**src/rtl/rnn_h_argmax.sv**
```systemverilog
// rnn_h_argmax: watches the RNN core's hidden-state write bank, tracks the
// running maximum over each 64-entry hidden vector and queues
// {timestep, argmax index, max value} results in a small FIFO.
module rnn_h_argmax #(
    parameter int unsigned DEPTH = 4
) (
    input  logic        clk,
    input  logic        reset,
    input  logic        mce,
    input  logic [2:0]  msel,
    input  logic [16:0] maddr,
    input  logic [19:0] mdata_w,
    output logic        o_valid,
    input  logic        o_ready,
    output logic [10:0] o_step,
    output logic [5:0]  o_idx,
    output logic [19:0] o_max,
    output logic        ovf,
    output logic        seq_err
);

    localparam int unsigned PTR_W   = (DEPTH > 1) ? $clog2(DEPTH) : 1;
    localparam int unsigned CNT_W   = PTR_W + 1;
    localparam int unsigned ENTRY_W = 11 + 6 + 20;
    localparam logic [CNT_W-1:0] FULL_CNT  = CNT_W'(DEPTH);
    localparam logic [2:0]       HID_BANK  = 3'b101;
    localparam logic [5:0]       LAST_IDX  = 6'd63;

    // S_RUN: accumulating (or waiting for index 0 after reset / a result).
    // S_SKIP: an out-of-order index was seen; ignore captures until index 0.
    typedef enum logic {
        S_RUN  = 1'b0,
        S_SKIP = 1'b1
    } state_t;

    state_t             r_state;
    state_t             w_state_nxt;
    logic [5:0]         r_exp;
    logic [5:0]         w_exp_nxt;
    logic [19:0]        r_max;
    logic [19:0]        w_max_nxt;
    logic [5:0]         r_idx;
    logic [5:0]         w_idx_nxt;
    logic [10:0]        r_step;
    logic [10:0]        w_step_nxt;

    logic               w_cap;
    logic [5:0]         w_k;
    logic [10:0]        w_ts;
    logic               w_gt;
    logic               w_push;
    logic               w_seq_set;
    logic [ENTRY_W-1:0] w_push_entry;

    logic [ENTRY_W-1:0] r_mem [DEPTH];
    logic [PTR_W-1:0]   r_wr_ptr;
    logic [PTR_W-1:0]   r_rd_ptr;
    logic [CNT_W-1:0]   r_count;
    logic               w_full;
    logic               w_empty;
    logic               w_pop;
    logic               w_push_acc;
    logic               w_drop;
    logic               r_ovf;
    logic               r_seq_err;

    // Capture decode; a cycle with reset high never counts as a capture.
    always_comb begin
        w_cap = mce && (msel == HID_BANK) && !reset;
        w_k   = maddr[5:0];
        w_ts  = maddr[16:6];
        w_gt  = $signed(mdata_w) > $signed(r_max);
    end

    // Sequencing state register and running argmax registers.
    always_ff @(posedge clk) begin
        if (reset) begin
            r_state <= S_RUN;
            r_exp   <= '0;
            r_max   <= '0;
            r_idx   <= '0;
            r_step  <= '0;
        end else begin
            r_state <= w_state_nxt;
            r_exp   <= w_exp_nxt;
            r_max   <= w_max_nxt;
            r_idx   <= w_idx_nxt;
            r_step  <= w_step_nxt;
        end
    end

    // Next-state / running-max update; index 0 always restarts a vector,
    // and the index-63 comparison is folded into the pushed result.
    always_comb begin
        w_state_nxt  = r_state;
        w_exp_nxt    = r_exp;
        w_max_nxt    = r_max;
        w_idx_nxt    = r_idx;
        w_step_nxt   = r_step;
        w_push       = 1'b0;
        w_seq_set    = 1'b0;
        if (w_cap) begin
            if (w_k == 6'd0) begin
                w_max_nxt   = mdata_w;
                w_idx_nxt   = 6'd0;
                w_step_nxt  = w_ts;
                w_exp_nxt   = 6'd1;
                w_state_nxt = S_RUN;
            end else if (r_state == S_RUN) begin
                if (w_k == r_exp) begin
                    if (w_gt) begin
                        w_max_nxt = mdata_w;
                        w_idx_nxt = w_k;
                    end
                    w_exp_nxt = r_exp + 6'd1;
                    if (w_k == LAST_IDX) begin
                        w_push = 1'b1;
                    end
                end else begin
                    w_seq_set   = 1'b1;
                    w_state_nxt = S_SKIP;
                end
            end
        end
        w_push_entry = {r_step, w_idx_nxt, w_max_nxt};
    end

    // FIFO handshake decode: a pop needs a non-empty FIFO, and a full FIFO
    // only accepts a push when the head leaves in the same cycle.
    always_comb begin
        w_full     = (r_count == FULL_CNT);
        w_empty    = (r_count == '0);
        w_pop      = !w_empty && o_ready;
        w_push_acc = w_push && (!w_full || w_pop);
        w_drop     = w_push && w_full && !w_pop;
    end

    // FIFO storage write; contents need no reset since the count gates reads.
    always_ff @(posedge clk) begin
        if (w_push_acc) begin
            r_mem[r_wr_ptr] <= w_push_entry;
        end
    end

    // FIFO pointers and occupancy; pointers wrap naturally at DEPTH.
    always_ff @(posedge clk) begin
        if (reset) begin
            r_wr_ptr <= '0;
            r_rd_ptr <= '0;
            r_count  <= '0;
        end else begin
            if (w_push_acc) begin
                r_wr_ptr <= r_wr_ptr + PTR_W'(1);
            end
            if (w_pop) begin
                r_rd_ptr <= r_rd_ptr + PTR_W'(1);
            end
            case ({w_push_acc, w_pop})
                2'b10:   r_count <= r_count + CNT_W'(1);
                2'b01:   r_count <= r_count - CNT_W'(1);
                default: r_count <= r_count;
            endcase
        end
    end

    // Sticky error flags, cleared only by reset.
    always_ff @(posedge clk) begin
        if (reset) begin
            r_ovf     <= 1'b0;
            r_seq_err <= 1'b0;
        end else begin
            if (w_drop) begin
                r_ovf <= 1'b1;
            end
            if (w_seq_set) begin
                r_seq_err <= 1'b1;
            end
        end
    end

    // Output head of FIFO; data forced to zero while nothing is queued.
    always_comb begin
        o_valid = !w_empty;
        ovf     = r_ovf;
        seq_err = r_seq_err;
        if (!w_empty) begin
            {o_step, o_idx, o_max} = r_mem[r_rd_ptr];
        end else begin
            o_step = '0;
            o_idx  = '0;
            o_max  = '0;
        end
    end

endmodule
```
**config.mk**
```make
export PLATFORM = sky130hd
export DESIGN_NAME = rnn_h_argmax
export DESIGN_NICKNAME = d
export VERILOG_FILES = /design/src/rtl/rnn_h_argmax.sv
export SDC_FILE = /design/constraint.sdc
export NUM_CORES = 1
export LEC_CHECK = 0
export ABC_AREA = 1
export CORE_MARGIN = 10
export CORE_UTILIZATION = 30
export CTS_CLUSTER_SIZE = 16
export DETAILED_ROUTE_END_ITERATION = 12
export GPL_TIMING_DRIVEN = 0
export PLACE_DENSITY = 0.51
export RECOVER_POWER = 25
export SYNTH_ARGS = -nofsm -noshare
export SYNTH_HDL_FRONTEND = slang
export SYNTH_SLANG_ARGS = --single-unit
```
**constraint.sdc**
```tcl
create_clock -name clk -period 3.99 [get_ports clk]
set_input_delay 0.5985 -clock clk [delete_from_list [all_inputs] [get_ports clk]]
set_output_delay 0.5985 -clock clk [all_outputs]
set_load 0.05 [all_outputs]
```
==> results.tsv <==
metric	value	unit
finalWeightedCongestion	0.788	
compound_cell_area_share_of_the_yosys_netlist	0.0874	
numCtsBuffers	23	
synth.area.top_cells	sky130_fd_sc_hd__edfxtp_1 49%, sky130_fd_sc_hd__dfxtp_1 12%, sky130_fd_sc_hd__nor2_1 9.2%	
gr-total-overflow	0	
placement.setup.worst_slack	411	ps
avgViaCountPerCell	4.44	
firstDrtPassIters	4	
cts.sinks	203	
synth_sequential_area_ratio	0.614	
fp.dieH	194	um
critical_path_arrival	3190	ps
io-pin-count	84	
layout_commonest_cell	sky130_fd_sc_hd__nor2_1	
critical_path_peak_fanout	10	
place_inst	1429	
synth.top_cell.area_share	0.492	
syn2layout_area_growth	24.5	%
max-cap-violations	0	
finalSetupViolCount	0	
yosys.cell_types.count	39	
final_period_demand_of_the_worst_path	3790	ps
ir_drop	0.294	mV
post-route-worst-setup-slack	205	ps
syn-num-nets	1023	
power.leakage	0.00449	uW
worstSkewPairLatency	520	ps
core-area	29700	um2
synth_seq_cells	203	
remaining_drc_errors	0	
first_global_vias	6539	
regToRegStartpoint	r_exp[0]	
clk_pin_slew_worst_paths	70	ps
reg2reg_depth	8	
antenna_cells_inserted	0	
rsz0062_at_grt	yes	
final_max_tran_viols	0	
slew_headroom	0.429	
ctsRootBufferMaster	sky130_fd_sc_hd__clkbuf_16	
cp_cell_sequence	nor2_1 > nand2_1 > inv_1 > clkbuf_1 > clkbuf_1 > a21oi_1 > clkdlybuf4s50_1	
grt_antenna_before_repair	0	
layout_worst_path_cycle_share	0.949	
whs_endpoint	r_exp[4]	
ys.warnings.count	0	
cpLargestDelayFamily	buffers and inverters	
tightestPinTransition	855	ps
syn_area	9040	um2
routed_len_inst	15.5	um
crit-reg2reg-capture	r_mem[0][4]	
grt_pass1_wl	36400	um
io_buffers	82	
crit_path_top_delay_cell	sky130_fd_sc_hd__clkdlybuf4s50_1	
worstHoldStart	reset	
yosys.area_share.adder	0.0368	
cts_tree	built	
instances_no_fill	1471	
drt.antenna.violating_nets	0	
crit_path_frequent_cell	sky130_fd_sc_hd__clkbuf_1	
yosys-mux-area-fraction	0	
avgSynthCellArea	9.48	um2
hpwlAfterDp	16000	um
cts-hold-fix-buffers	0	
placementRows	63	
die_x	194	um
number_of_nets_in_the_finished_design	1134	
cts.htree.levels	1	
drt-initial-drc-count	356	
pwr_density_cell	595	nW/um2
post_synth_inst_count	953	
cp_slowest_stage_delay	760	ps
outcome	finished clean	
fillers	2942	
netlist.top_cell.by_area	sky130_fd_sc_hd__edfxtp_1	
vias	6531	
ff2ff_setup_slack	1040	ps
layout.cells.most_common_list	219 x sky130_fd_sc_hd__nor2_1, 148 x sky130_fd_sc_hd__edfxtp_1, 124 x sky130_fd_sc_hd__nand2_1	
cts_max_path_buffers	3	
timing.setup.critical_path_class	register to output port	
synth_top_family_by_area	simple AND/OR/NAND/NOR gates	
critPathBufInv	4	
cp-start-kind	register	
synthSimpleGateAreaFrac	0.186	
crit_required	3390	ps
floorplan.initialDensity	0.304	
largest_net_degree_at_the_start_of_global_routing	23	
final-hold-violation-count	0	
hp-class	input port to register	
post_synth_xor_area_fraction	0.00485	
setup.worst_path.end_class	output port	
grt_util_all_layers	0.120	
post_route_cells_drive_above_1_share	0.0648	
fmax	264	MHz
clock-skew-final	31.9	ps
min_path_cells	2	
dieArea	37500	um2
worst-path-stages	7	
routed_wirelength	22800	um
==> cells in the mapped netlist, drive strengths merged <==
cell and count:
nor4 2, o21ai 92, xnor2 2, xor2 3, nor3 4, fa 1, nand4 5, buf 11
nor2 224, nor3b 1, dfxtp 55, a21oi 60, o21a 1, a31oi 1, nand3 41, and2 1
or2 1, ha 25, a21o 1, nand2 126, clkbuf 31, inv 117, edfxtp 148
==> cells by family (layout without fill, tap and decap cells) <==
group | count (synthesis) | in the layout
and+or+nand+nor | 405 | 405
DFF | 203 | 203
buffers and inverters | 159 | 287
AOI/OAI and AO/OA | 155 | 155
adders and majority gates | 26 | 26
xor gates and xnor gates | 5 | 5
==> per-layer routing <==
| layer | wire (um) | global-route usage | part of all wire |
|---|---|---|---|
| met1 | 10700 | 0.157 | 0.47 |
| met2 | 10500 | 0.196 | 0.46 |
| met3 | 1120 | 0.0240 | 0.049 |
| met4 | 444 | 0.0363 | 0.019 |
| met5 | 0 | 0 | 0 |
==> worst register-to-register path: stages, from the launching register on <==
cell                      delay, ps
sky130_fd_sc_hd__dfxtp_1        340
sky130_fd_sc_hd__inv_1          130
sky130_fd_sc_hd__nor2_1          80
sky130_fd_sc_hd__nor3_4         180
sky130_fd_sc_hd__nand4_1        320
sky130_fd_sc_hd__nor2_1         190
sky130_fd_sc_hd__nand3_1        350
sky130_fd_sc_hd__nor2_4         790
sky130_fd_sc_hd__buf_16         250
==> final cells by class <==
type | count | area [um2] | area share
Tap cell | 390 | 488 | 0.0434
Inverter | 117 | 439 | 0.0390
Buffer | 42 | 200 | 0.0178
Clock inverter | 18 | 233 | 0.0207
Multi-Input combinational cell | 591 | 2850 | 0.253
Sequential cell | 203 | 5550 | 0.493
Timing Repair Buffer | 86 | 916 | 0.0814
Clock buffer | 24 | 579 | 0.0515
==> power by group <==
group | switching [uW] | internal [uW] | total [uW]
registers | 18.2 | 2260 | 2280
clock network | 849 | 1390 | 2230
logic | 1570 | 616 | 2190
==> through the flow <==
| stage | cell area (um2) | util | power, uW | setup TNS [ps] | hold WS [ps] |
|---|---|---|---|---|---|
| floorplan | 9040 | - | 3710 | 0 | 436 |
| global placement | 10300 | 0.348 | 4540 | -210230 | 454 |
| detailed placement | 10500 | 0.352 | 4550 | 0 | 454 |
| CTS | 11300 | 0.380 | 6800 | 0 | 386 |
| global route | 11300 | 0.379 | 7040 | -86.5 | 424 |
| finish | 11300 | 0.379 | 6700 | 0 | 407 |
==> sequential cells by signal, indices dropped and copies added, names as in the netlist, 2 cells and up, named ones only <==
register,count
r_mem,148
r_exp,6
r_wr_ptr,2
r_count,3
r_idx,6
r_rd_ptr,2
r_step,11
r_max,20
==> timing repair <==
action | 4_1_cts | 5_1_grt
gates resized for setup | 0 | 7
setup buffers | 0 | 0
endpoints found under the setup margin | 0 | 13
==> how the worst max path moves through the flow <==
stage,start,end
after global placement,msel[0],r_mem[0][7]
final,r_count[0],o_max[16]
after CTS,register,o_max[15]
after global routing,register,o_max[1]
after detailed placement,msel[0],r_mem[0][7]
after floorplan,reset,r_mem[0][0]
Note: power is estimated with default switching activity, not from simulation.
